$ cat config.mk
export PLATFORM = sky130hd
export DESIGN_NAME = seq_divider_8bit
export DESIGN_NICKNAME = d
export VERILOG_FILES = /design/src/rtl/seq_divider_8bit_pkg.sv /design/src/rtl/subtractor_nbit.sv /design/src/rtl/seq_divider_8bit.sv
export SDC_FILE = /design/constraint.sdc
export NUM_CORES = 1
export LEC_CHECK = 0
export ABC_AREA = 0
export BUFFER_PORTS_ARGS = -buffer_cell sky130_fd_sc_hd__buf_2
export CAP_MARGIN = 10
export CELL_PAD_IN_SITES_DETAIL_PLACEMENT = 0
export CELL_PAD_IN_SITES_GLOBAL_PLACEMENT = 1
export CORE_MARGIN = 10
export CORE_UTILIZATION = 30
export CTS_CLUSTER_SIZE = 14
export DETAILED_ROUTE_END_ITERATION = 10
export GPL_TIMING_DRIVEN = 0
export PLACE_DENSITY = 0.66
export SLEW_MARGIN = 20
export SYNTH_ARGS = -nofsm -noshare
export SYNTH_HDL_FRONTEND = slang
export SYNTH_HIERARCHICAL = 1
export SYNTH_SLANG_ARGS = --single-unit
$ cat constraint.sdc
create_clock -name clk -period 8.7 [get_ports clk]
set_input_delay 0.87 -clock clk [delete_from_list [all_inputs] [get_ports clk]]
set_output_delay 0.87 -clock clk [all_outputs]
set_load 0.005 [all_outputs]
$ cat src/rtl/seq_divider_8bit_pkg.sv
// Shared ALU definitions for the sequential divider: FSM state encoding and
// the default operand width.
package seq_divider_8bit_pkg;

    localparam int DEFAULT_WIDTH = 8;

    typedef enum logic [1:0] {
        IDLE = 2'd0,
        CALC = 2'd1,
        DONE = 2'd2
    } state_e;

endpackage

$ cat src/rtl/subtractor_nbit.sv
// Parameterised ripple-borrow subtractor, diff_o = a_i - b_i, with borrow-out.
// Shaped like the ALU ripple adders so the subtract path can reuse it.
module subtractor_nbit #(
    parameter int N = 9
) (
    input  logic [N-1:0] a_i,
    input  logic [N-1:0] b_i,
    output logic [N-1:0] diff_o,
    output logic         borrow_o
);

    logic borrow_chain;

    // NOTE: blocking assignments are correct here; borrow_chain is a
    // combinational temporary that each loop iteration reads back in order.
    always_comb begin
        diff_o       = '0;
        borrow_chain = 1'b0;
        for (int i = 0; i < N; i++) begin
            diff_o[i]    = a_i[i] ^ b_i[i] ^ borrow_chain;
            borrow_chain = (~a_i[i] & b_i[i]) | (~(a_i[i] ^ b_i[i]) & borrow_chain);
        end
        borrow_o = borrow_chain;
    end

endmodule

$ cat src/rtl/seq_divider_8bit.sv
// Multi-cycle unsigned restoring divider with start/busy/done handshake.
// One trial subtraction per clock, dividend consumed MSB first.
module seq_divider_8bit
    import seq_divider_8bit_pkg::*;
#(
    parameter int WIDTH = DEFAULT_WIDTH
) (
    input  logic             clk,
    input  logic             rst_n,
    input  logic             start,
    input  logic [WIDTH-1:0] dividend,
    input  logic [WIDTH-1:0] divisor,
    output logic             busy,
    output logic             done,
    output logic [WIDTH-1:0] quotient,
    output logic [WIDTH-1:0] remainder,
    output logic             div_by_zero
);

    localparam int CNT_W = $clog2(WIDTH) + 1;

    state_e             state_q, state_d;
    logic [WIDTH-1:0]   dividend_q, dividend_d;
    logic [WIDTH-1:0]   divisor_q, divisor_d;
    logic [WIDTH:0]     partial_q, partial_d;
    logic [WIDTH-1:0]   quo_sr_q, quo_sr_d;
    logic [CNT_W-1:0]   count_q, count_d;
    logic [WIDTH-1:0]   quotient_q, quotient_d;
    logic [WIDTH-1:0]   remainder_q, remainder_d;
    logic               dbz_q, dbz_d;

    logic [WIDTH:0]     shifted;
    logic [WIDTH:0]     trial;
    logic               borrow;

    // The dividend register shifts left each iteration, so its MSB is always
    // the next bit to bring into the partial remainder.
    assign shifted = (partial_q << 1) | {{WIDTH{1'b0}}, dividend_q[WIDTH-1]};

    subtractor_nbit #(
        .N (WIDTH + 1)
    ) u_trial_sub (
        .a_i      (shifted),
        .b_i      ({1'b0, divisor_q}),
        .diff_o   (trial),
        .borrow_o (borrow)
    );

    // NOTE: every variable is given its hold value first, so no path through
    // the case statement can leave one unassigned and infer a latch.
    always_comb begin
        state_d     = state_q;
        dividend_d  = dividend_q;
        divisor_d   = divisor_q;
        partial_d   = partial_q;
        quo_sr_d    = quo_sr_q;
        count_d     = count_q;
        quotient_d  = quotient_q;
        remainder_d = remainder_q;
        dbz_d       = dbz_q;

        case (state_q)
            IDLE: begin
                if (start) begin
                    dividend_d = dividend;
                    divisor_d  = divisor;
                    partial_d  = '0;
                    quo_sr_d   = '0;
                    count_d    = '0;
                    if (divisor == '0) begin
                        state_d     = DONE;
                        quotient_d  = '1;
                        remainder_d = dividend;
                        dbz_d       = 1'b1;
                    end else begin
                        state_d = CALC;
                        dbz_d   = 1'b0;
                    end
                end
            end
            CALC: begin
                if (count_q == CNT_W'(WIDTH)) begin
                    state_d     = DONE;
                    quotient_d  = quo_sr_q;
                    remainder_d = partial_q[WIDTH-1:0];
                end else begin
                    partial_d  = borrow ? shifted : trial;
                    quo_sr_d   = {quo_sr_q[WIDTH-2:0], ~borrow};
                    dividend_d = {dividend_q[WIDTH-2:0], 1'b0};
                    count_d    = count_q + 1'b1;
                end
            end
            DONE: begin
                state_d = IDLE;
            end
            default: begin
                state_d = IDLE;
            end
        endcase
    end

    // NOTE: state registers use non-blocking assignments so every flop
    // samples its _d value from before the edge, independent of order.
    always_ff @(posedge clk or negedge rst_n) begin
        if (!rst_n) begin
            state_q     <= IDLE;
            dividend_q  <= '0;
            divisor_q   <= '0;
            partial_q   <= '0;
            quo_sr_q    <= '0;
            count_q     <= '0;
            quotient_q  <= '0;
            remainder_q <= '0;
            dbz_q       <= 1'b0;
        end else begin
            state_q     <= state_d;
            dividend_q  <= dividend_d;
            divisor_q   <= divisor_d;
            partial_q   <= partial_d;
            quo_sr_q    <= quo_sr_d;
            count_q     <= count_d;
            quotient_q  <= quotient_d;
            remainder_q <= remainder_d;
            dbz_q       <= dbz_d;
        end
    end

    assign busy        = (state_q != IDLE);
    assign done        = (state_q == DONE);
    assign quotient    = quotient_q;
    assign remainder   = remainder_q;
    assign div_by_zero = dbz_q;

endmodule
==> metrics.md, run 1 <==
| Metric | Value |
|---|---|
| Status | `complete, no violations` |
| Vias in the first global route | `roughly 1900` |
| Post-synth top area cell | `dfrtp_1` |
| TritonRoute pass-1 iters | `4` |
| Area Overhead vs Synth | `14.64%` |
| DIE HEIGHT | `around 120 um` |
| Final Slew Violations | `0` |
| Pleak | `~1.4 nW` |
| Share of cells above drive strength 1 | `between 20 and 30%` |
| GRT overflow | `0` |
| Clk pwr share | `a little over an eighth` |
| CP Capture Type | `flip-flop` |
| Setup Viol. Count Final | `0` |
| Crit. Startpoint | `dividend_q[7]$_DFFE_PN0P_` |
| Max stage delay on crit path | `approximately 0.44 ns` |
| Final antenna-violating net count | `0` |
| Post-Route Setup TNS | `0 ns` |
| Min Tclk post-route | `4.349 ns` |
| Hold path start | `quo_sr_q[7]$_DFFE_PN0P_` |
| Initial Util | `around 31%` |
| Sw Ratio | `39.75%` |
| Synth area leaders | `dfrtp_1 50%, mux2_2 9.9%, fa_1 5.9%, mux2i_1 5.5%, inv_1 3.3%` |
| RSZ-0062 raised after global routing | `false` |
| Core area | `8763 um^2` |
| Final instance area | `~3100 um^2` |
| Cts-stage hold buffer count | `0` |
| Nets@finish | `roughly 300` |
| Layout Skew | `around 0.010 ns` |
| CP Class | `reg -> reg` |
| CP most frequent cell | `fa_1` |
| Slew @ Worst Pin | `between 0.7 and 0.8 ns` |
| # rows | `34` |
| Max-Cap Viols | `0` |
| Fillers | `around 900` |
| Crit-path max FO | `9` |
| Sw power | `slightly above 0.0004 W` |
| Htree depth | `2` |
| Clk pin slew, worst setup/hold paths | `0.10 ns` |
| Initial antenna violation count | `0` |
| Startpoint Class | `flip-flop` |
| Worst path arrival time | `around 4.6 ns` |
| WL final | `between 5 and 6 mm` |
| CTS Root Cell | `clkbuf_8` |
| Total power density per cell area | `330.8 nW/um^2` |
| Avg Cell Area, Syn | `roughly 12 um^2` |
| Die area | `13300 um^2` |
| Post-CTS Setup Inserts | `0` |
| Pint | `a little over 0.0006 W` |
| TritonCTS clock tree | `yes` |
| Buffers & Inverters on Critical Path | `6` |
| CP Depth | `17` |
| Max clock buf depth | `2` |
| Final hold vios | `0` |
| Input/output buffers | `37` |
| RR Startpoint | `dividend_q[7]$_DFFE_PN0P_` |
| DR DRC count | `0` |
| Dpl hpwl | `around 4.3 mm` |
| Hold slack | `0.4861 ns` |
| Die width | `roughly 120 um` |
| RD Place Congestion | `0.7629` |
| Cells after Synth | `approximately 230` |
| CTS sink count | `55` |
| Synth Flop Type | `dfrtp_1` |
| Tcrit/Tclk final | `approximately half` |
| WHS Path Cells | `2` |
| Seq/Total Area, Yosys | `about half` |
| First-pass GRT wire length | `9.756 mm` |
| Achievable Freq | `approximately 230 MHz` |
| CP Cell Sequence | `inv_1 -> ha_1 -> inv_1 -> fa_1 -> inv_1 -> fa_1 -> fa_1 -> fa_1 -> fa_1 -> fa_1 -> fa_1 -> inv_1 -> fa_1 -> inv_1 -> buf_1 -> mux2i_1 -> o31ai_1` |
| Reg power frac | `between 40 and 50%` |
| I/O Pins | `38` |
| PnR Total Power | `~0.0010 W` |
| Cells on worst reg2reg path | `17` |
| Clock Latency Late Sink | `0.31 ns` |
| Post-route setup slack | `approximately 4.4 ns` |
| Worst-path cell with the longest stage delay | `dfrtp_1` |
| Post-synthesis register bit count | `between 50 and 60` |
| Post-place instance area | `about 3000 um^2` |
| CP delay by family, top | `adder cells` |
| Worst hold path type | `reg -> reg` |
| Comb power frac | `between 40% and 50%` |
| Mapped cell area | `roughly 2700 um^2` |
| CP required | `roughly 8.9 ns` |
| Syn Nets | `259` |
| Maximum vdd ir drop | `roughly 0.12 mV` |
| Diodes inserted | `0` |
| Async set or reset register ratio after synthesis | `100.0%` |
| TritonCTS Buffers | `5` |
| Synthesis Warnings | `6` |
| Slew headroom | `between 50% and 60%` |
| Unique cell type count in the Yosys netlist | `34` |
| Vias | `roughly 1800` |
| Post-cts gate resize count | `0` |
| Synth top area share | `approximately half` |
| Tot GR Track Use | `under 10%` |
| Wire length per cell | `around 16 um` |
| EDFF count, synth | `0` |
| Average vias per placed instance | `around 4.7` |
| Initial DRC count | `67` |
| Largest net degree at the start of global routing | `56` |
| DP Worst Slack | `4.349 ns` |
[final timing paths]
kind | endpoint | slack [ns]
worst max-delay path | partial_q[7]$_DFFE_PN0P_ | 4.35
worst min-delay path | quo_sr_q[7]$_DFFE_PN0P_ | 0.49
worst max register to register | partial_q[7]$_DFFE_PN0P_ | 4.35
worst min register to register | quo_sr_q[7]$_DFFE_PN0P_ | 0.49
max in group asynchronous | divisor_q[6]$_DFFE_PN0P_ | 7.61
min in group asynchronous | quotient[2]$_DFFE_PN0P_ | 0.59
[logic make-up (layout without fill, tap and decap cells)]
kind of cell	Yosys count	count (layout)	synth area share [%]
flops	55	55	50.48
simple gates	44	44	9.455
mux	40	40	15.97
buf+inv	39	82	5.874
compound gates	37	37	10.19
fa+ha+maj	11	11	7.251
xor+xnor	2	2	0.6426
other cells	1	1	0.1375
[cells in the final DEF (no fill, tap or decap), types with 2 or more instances in the layout]
master    netlist  routed
dfrtp_1        55      55
buf_2           5      41
inv_1          24      24
mux2_2         24      24
nand2_1        20      20
mux2i_1        15      15
o21ai_0         9       9
o31ai_1         9       9
a22o_1          8       8
or4_1           8       8
o21a_1          8       8
fa_1            8       8
clkbuf_1        7       7
clkbuf_8        0       5
nor2_1          4       4
ha_1            3       3
nor4_4          2       2
nand3_1         2       2
xor2_1          2       2
[layout make-up]
class                   count  area (um^2)  area share [%]
flip-flops and latches     55         1376           44.04
multi-input cells         135         1190           38.07
repair buffers             37        187.7           6.005
well taps                 108        135.1           4.323
inverters                  25        93.84           3.002
clock buffers               5        68.82           2.202
plain buffers              14        66.31           2.122
clock inverters             1        7.507          0.2402
[Yosys cell counts (2+ instances only)]
library cell / instances
nor4_4: 2
fa_1: 8
mux2_2: 24
o31ai_1: 9
mux2i_1: 15
o21a_1: 8
xor2_1: 2
inv_1: 24
ha_1: 3
nand3_1: 2
o21ai_0: 9
dfrtp_1: 55
or4_1: 8
clkbuf_1: 7
buf_2: 5
a22o_1: 8
nand2_1: 20
nor2_1: 4
[routing by layer]
| layer | part of all wire [%] | GRT usage (%) | vias to the layer above |
|---|---|---|---|
| met2 | 47 | 14.30 | 30 |
| met5 | 0 | 0 | - |
| met3 | 4.8 | 2.292 | 8 |
| met1 | 48 | 12.19 | 895 |
| met4 | 0.98 | 2.475 | 0 |
| li1 | - | - | 864 |
[per-stage QoR]
step,util [%],cells
floorplan,-,229
global placement,34.77,374
detailed placement,34.79,374
CTS,35.67,380
global route,35.67,380
finish,35.67,380
[flip-flops by register name (all words and copies together), names as in the netlist]
signal / flops
quotient: 8
state_q: 2
partial_q: 8
div_by_zero: 1
divisor_q: 8
dividend_q: 8
remainder: 8
count_q: 4
quo_sr_q: 8
[power by group through the flow]
stage	Sequential [W]	Clock (W)	Combinational (W)
finish	0.000418	0.000137	0.000479
global route	0.000433	0.000154	0.000550
CTS	0.000419	0.000143	0.000489
detailed placement	0.000424	0	0.000489
global placement	0.000423	0	0.000476
floorplan	0.000405	0	0.000358
[worst min-delay path, stage by stage, from the launching register on]
cell,delay (ns)
dfrtp_1,0.35
nand2_1,0.04
o21ai_0,0.06
(Power assumes the default switching activity.)
==> inputs of run 2 (changes only) <==
--- a/config.mk
+++ b/config.mk
@@ -5,7 +5,7 @@
 export SDC_FILE = /design/constraint.sdc
 export NUM_CORES = 1
 export LEC_CHECK = 0
-export ABC_AREA = 0
+export ABC_AREA = 1
 export BUFFER_PORTS_ARGS = -buffer_cell sky130_fd_sc_hd__buf_2
 export CAP_MARGIN = 10
 export CELL_PAD_IN_SITES_DETAIL_PLACEMENT = 0
@@ -15,7 +15,7 @@
 export CTS_CLUSTER_SIZE = 14
 export DETAILED_ROUTE_END_ITERATION = 10
 export GPL_TIMING_DRIVEN = 0
-export PLACE_DENSITY = 0.66
+export PLACE_DENSITY = 0.68
 export SLEW_MARGIN = 20
 export SYNTH_ARGS = -nofsm -noshare
 export SYNTH_HDL_FRONTEND = slang
==> constraint.sdc (replaced) <==
create_clock -name clk -period 4.2 [get_ports clk]
set_input_delay 0.42 -clock clk [delete_from_list [all_inputs] [get_ports clk]]
set_output_delay 0.42 -clock clk [all_outputs]
set_load 0.005 [all_outputs]
==> metrics.md, run 2 <==
| Metric | Value |
|---|---|
| Crit-path max FO | `10 (was 9)` |
| Synth Flop Type | `dfrtp_1 (unchanged)` |
| Cts-stage hold buffer count | `0 (unchanged)` |
| Top-count cell post-synth | `nand2_1 (was dfrtp_1)` |
| Diodes inserted | `0 (unchanged)` |
| EDFF count, synth | `0 (unchanged)` |
| Nets@finish | `386 (was 303)` |
| Setup Viol. Count Final | `0 (unchanged)` |
| Cells after Synth | `313 (was 229)` |
| Largest net degree at the start of global routing | `56 (unchanged)` |
| Top cells by instance count after synthesis | `77 x nand2_1, 55 x dfrtp_1, 47 x inv_1, 25 x o21ai_0, 20 x nand3_1 (was 55 x dfrtp_1, 24 x inv_1, 24 x mux2_2, 20 x nand2_1, 15 x mux2i_1)` |
| Synth area leaders | `dfrtp_1 50%, nand2_1 10%, inv_1 6.4%, fa_1 5.8%, o21ai_0 4.5% (was dfrtp_1 50%, mux2_2 9.9%, fa_1 5.9%, mux2i_1 5.5%, inv_1 3.3%)` |
| Average vias per placed instance | `4.522 (was 4.729)` |
| Area Overhead vs Synth | `16.20% (was 14.64%)` |
| CTS Root Cell | `clkbuf_8 (unchanged)` |
| I/O Pins | `38 (unchanged)` |
| Dpl hpwl | `4.665 mm (was 4.287 mm)` |
| Slew headroom | `51.27% (was 52.21%)` |
| TritonCTS Buffers | `5 (unchanged)` |
| Initial Util | `30.44% (was 31.11%)` |
| Initial antenna violation count | `0 (unchanged)` |
| Final Slew Violations | `0 (unchanged)` |
| DR DRC count | `0 (unchanged)` |
| Pleak | `1.622 nW (was 1.448 nW)` |
| Fillers | `975 (was 886)` |
| Multi-input gate area | `1130 um^2 (was 1190 um^2)` |
| Worst path arrival time | `4.20 ns (was 4.56 ns)` |
| Tcrit/Tclk final | `94.19% (was 49.99%)` |
| Mapped cell area | `2773 um^2 (was 2726 um^2)` |
| CTS sink count | `55 (unchanged)` |
| RR Startpoint | `dividend_q[7]$_DFFE_PN0P_ (unchanged)` |
| Total power density per cell area | `743.8 nW/um^2 (was 330.8 nW/um^2)` |
| Vias | `2112 (was 1797)` |
| Clk pin slew, worst setup/hold paths | `0.10 ns (about the same)` |
| RSZ-0062 raised after global routing | `false (unchanged)` |
| Die area | `13490 um^2 (was 13300 um^2)` |
| Wire length per cell | `13.43 um (was 15.57 um)` |
| Async set or reset register ratio after synthesis | `100.0% (unchanged)` |
| Tot GR Track Use | `9.977% (was 9.119%)` |
| Crit. Startpoint | `dividend_q[7]$_DFFE_PN0P_ (unchanged)` |
| DIE HEIGHT | `116.1 um (was 115.3 um)` |
| Worst hold path type | `in -> async (was reg -> reg)` |
| Post-synth top area cell | `dfrtp_1 (unchanged)` |
| Core area | `9109 um^2 (was 8763 um^2)` |
| Sw power | `0.001023 W (was 0.0004110 W)` |
| RD Place Congestion | `0.7244 (was 0.7629)` |
| Most frequent cells in the layout | `77 x nand2_1, 55 x dfrtp_1, 46 x inv_1 (was 55 x dfrtp_1, 41 x buf_2, 24 x inv_1, 24 x mux2_2, 20 x nand2_1)` |
| TritonCTS clock tree | `yes (unchanged)` |
| Unique cell type count in the Yosys netlist | `24 (was 34)` |
| Clk pwr share | `14.8% (was 13.3%)` |
| Slew @ Worst Pin | `0.7310 ns (was 0.7169 ns)` |
| R2R Setup Slk | `0.24 ns (was 4.35 ns)` |
| CP Capture Type | `flip-flop (unchanged)` |
| Final instance area | `3222 um^2 (was 3126 um^2)` |
| Utilization after layout | `35.37% (was 35.67%)` |
| Max-Cap Viols | `0 (unchanged)` |
| TritonRoute pass-1 iters | `4 (unchanged)` |
| Startpoint Class | `flip-flop (unchanged)` |
| FF/Latch Area | `1376 um^2 (unchanged)` |
| Avg Cell Area, Syn | `8.858 um^2 (was 11.91 um^2)` |
| Comb power frac | `49.2% (was 46.4%)` |
| Layout Skew | `0.007877 ns (was 0.01036 ns)` |
| Initial DRC count | `95 (was 67)` |
| Reg power frac | `36.0% (was 40.4%)` |
| Post-synthesis register bit count | `55 (unchanged)` |
| Synthesis Warnings | `6 (unchanged)` |
| First-pass GRT wire length | `10.73 mm (was 9.756 mm)` |
| Seq/Total Area, Yosys | `49.64% (was 50.48%)` |
| Htree depth | `2 (unchanged)` |
| CP required | `4.44 ns (was 8.91 ns)` |
| Sw Ratio | `42.70% (was 39.75%)` |
| Status | `complete, no violations (unchanged)` |
| Post-Route Setup TNS | `0 ns (unchanged)` |
| Die width | `116.1 um (was 115.3 um)` |
| Achievable Freq | `252.8 MHz (was 229.9 MHz)` |
| Syn Nets | `343 (was 259)` |
| Clock Latency Late Sink | `0.31 ns (about the same)` |
| Min Tclk post-route | `3.956 ns (was 4.349 ns)` |
| Max clock buf depth | `2 (unchanged)` |
| Final hold vios | `0 (unchanged)` |
| Fin cells | `467 (was 380)` |
| Most common cell after layout, fill and taps aside | `nand2_1 (was dfrtp_1)` |
| WL final | `6.272 mm (was 5.917 mm)` |
| Input/output buffers | `37 (unchanged)` |
| Vias in the first global route | `2160 (was 1861)` |
| GRT overflow | `0 (unchanged)` |
| Placed Cells | `461 (was 374)` |
| Share of cells above drive strength 1 | `22.47% (was 29.04%)` |
| Post-place instance area | `3099 um^2 (was 3049 um^2)` |
| Pint | `0.001373 W (was 0.0006230 W)` |
| Synth top area share | `49.64% (was 50.48%)` |
| CP Class | `reg -> reg (unchanged)` |
| Hold slack | `0.1467 ns (was 0.4861 ns)` |
| Post-CTS Setup Inserts | `0 (unchanged)` |
| Final antenna-violating net count | `0 (unchanged)` |
| # rows | `35 (was 34)` |
| Maximum vdd ir drop | `0.2431 mV (was 0.1196 mV)` |
==> run 2: cell count changes after synthesis, sizes merged, moves of 6 or more <==
| cell | delta |
|---|---|
| mux2 | -17 |
| o21a | -8 |
| a22o | -8 |
| nand3 | +20 |
| nand2 | +60 |
| a21oi | +7 |
| o22ai | +6 |
| o21ai | +35 |
| or4 | -8 |
| inv | +26 |
| mux2i | -15 |
| o31ai | -8 |
==> run 2: worst paths after layout <==
| check | cells after the start | to |
|---|---|---|
| worst max-delay path | 18 | partial_q[6]$_DFFE_PN0P_ |
| worst min-delay path | 1 | quotient[0]$_DFFE_PN0P_ |
| min in group clk | 2 | divisor_q[5]$_DFFE_PN0P_ |
| worst max register to register | 18 | partial_q[6]$_DFFE_PN0P_ |
| worst min register to register | 2 | quotient[3]$_DFFE_PN0P_ |
| max in group asynchronous | 1 | partial_q[5]$_DFFE_PN0P_ |
==> run 2: power groups by stage <==
stage	registers [W]	clock network [W]	logic [W]
2_1_floorplan	0.000860	0	0.000841
3_3_place_gp	0.000870	0	0.00117
3_5_place_dp	0.000875	0	0.00118
4_1_cts	0.000864	0.000364	0.00119
5_1_grt	0.000895	0.000382	0.00139
6_report	0.000862	0.000355	0.00118
==> run 2: timing repair <==
action | 4_1_cts | 5_1_grt
pin swaps | 0 | 0
cloned | 0 | 0
endpoints found under the hold margin | 0 | 0
resized for setup | 4 | 4
endpoints found under the setup margin | 9 | 9
==> run 2: logic make-up after synthesis <==
group                    after synthesis  synth area share (%)
flip-flops                            55                 49.64
multiplexers                           8                 3.249
AND/OR/NAND/NOR                      112                 17.42
buffers and inverters                 65                 9.972
XOR/XNOR                               2                0.6319
adder cells (fa/ha/maj)               11                 7.130
other                                  1                0.1352
AO/OA/AOI/OAI                         59                 11.82
==> run 2: layer usage <==
layer | global-route usage (%) | vias to the layer above | wire length (um)
li1 | - | 1067 | -
met1 | 13.34 | 1000 | 3076
met2 | 15.78 | 37 | 2829
met3 | 2.209 | 8 | 273
met4 | 3.003 | 0 | 93
met5 | 0 | - | 0
==> run 2: final cells by class <==
class,instances,area share [%]
Timing Repair Buffer,37,5.825
Buffer,13,2.835
Multi-Input combinational cell,193,35.07
Inverter,51,5.942
Sequential cell,55,42.72
Clock buffer,5,2.136
Clock inverter,2,1.165
Tap cell,111,4.311
==> run 2: worst max-delay path, stage by stage (launching register included) <==
cell	delay, ns
dfrtp_1	0.38
inv_1	0.05
ha_1	0.19
inv_1	0.06
fa_1	0.15
inv_1	0.05
fa_1	0.38
fa_2	0.35
fa_1	0.39
fa_2	0.35
fa_2	0.36
fa_2	0.34
inv_1	0.08
fa_1	0.18
inv_2	0.08
clkbuf_8	0.17
a21oi_1	0.13
o21ai_0	0.09
o21ai_1	0.11
==> run 2: through the flow <==
stage | power [W] | setup slack, ns
3_5_place_dp | 0.002053 | -0.1629
3_3_place_gp | 0.002037 | -0.1628
6_report | 0.002396 | 0.2442
4_1_cts | 0.002420 | 0.05308
2_1_floorplan | 0.001701 | 0.2016
5_1_grt | 0.002667 | 0.05258
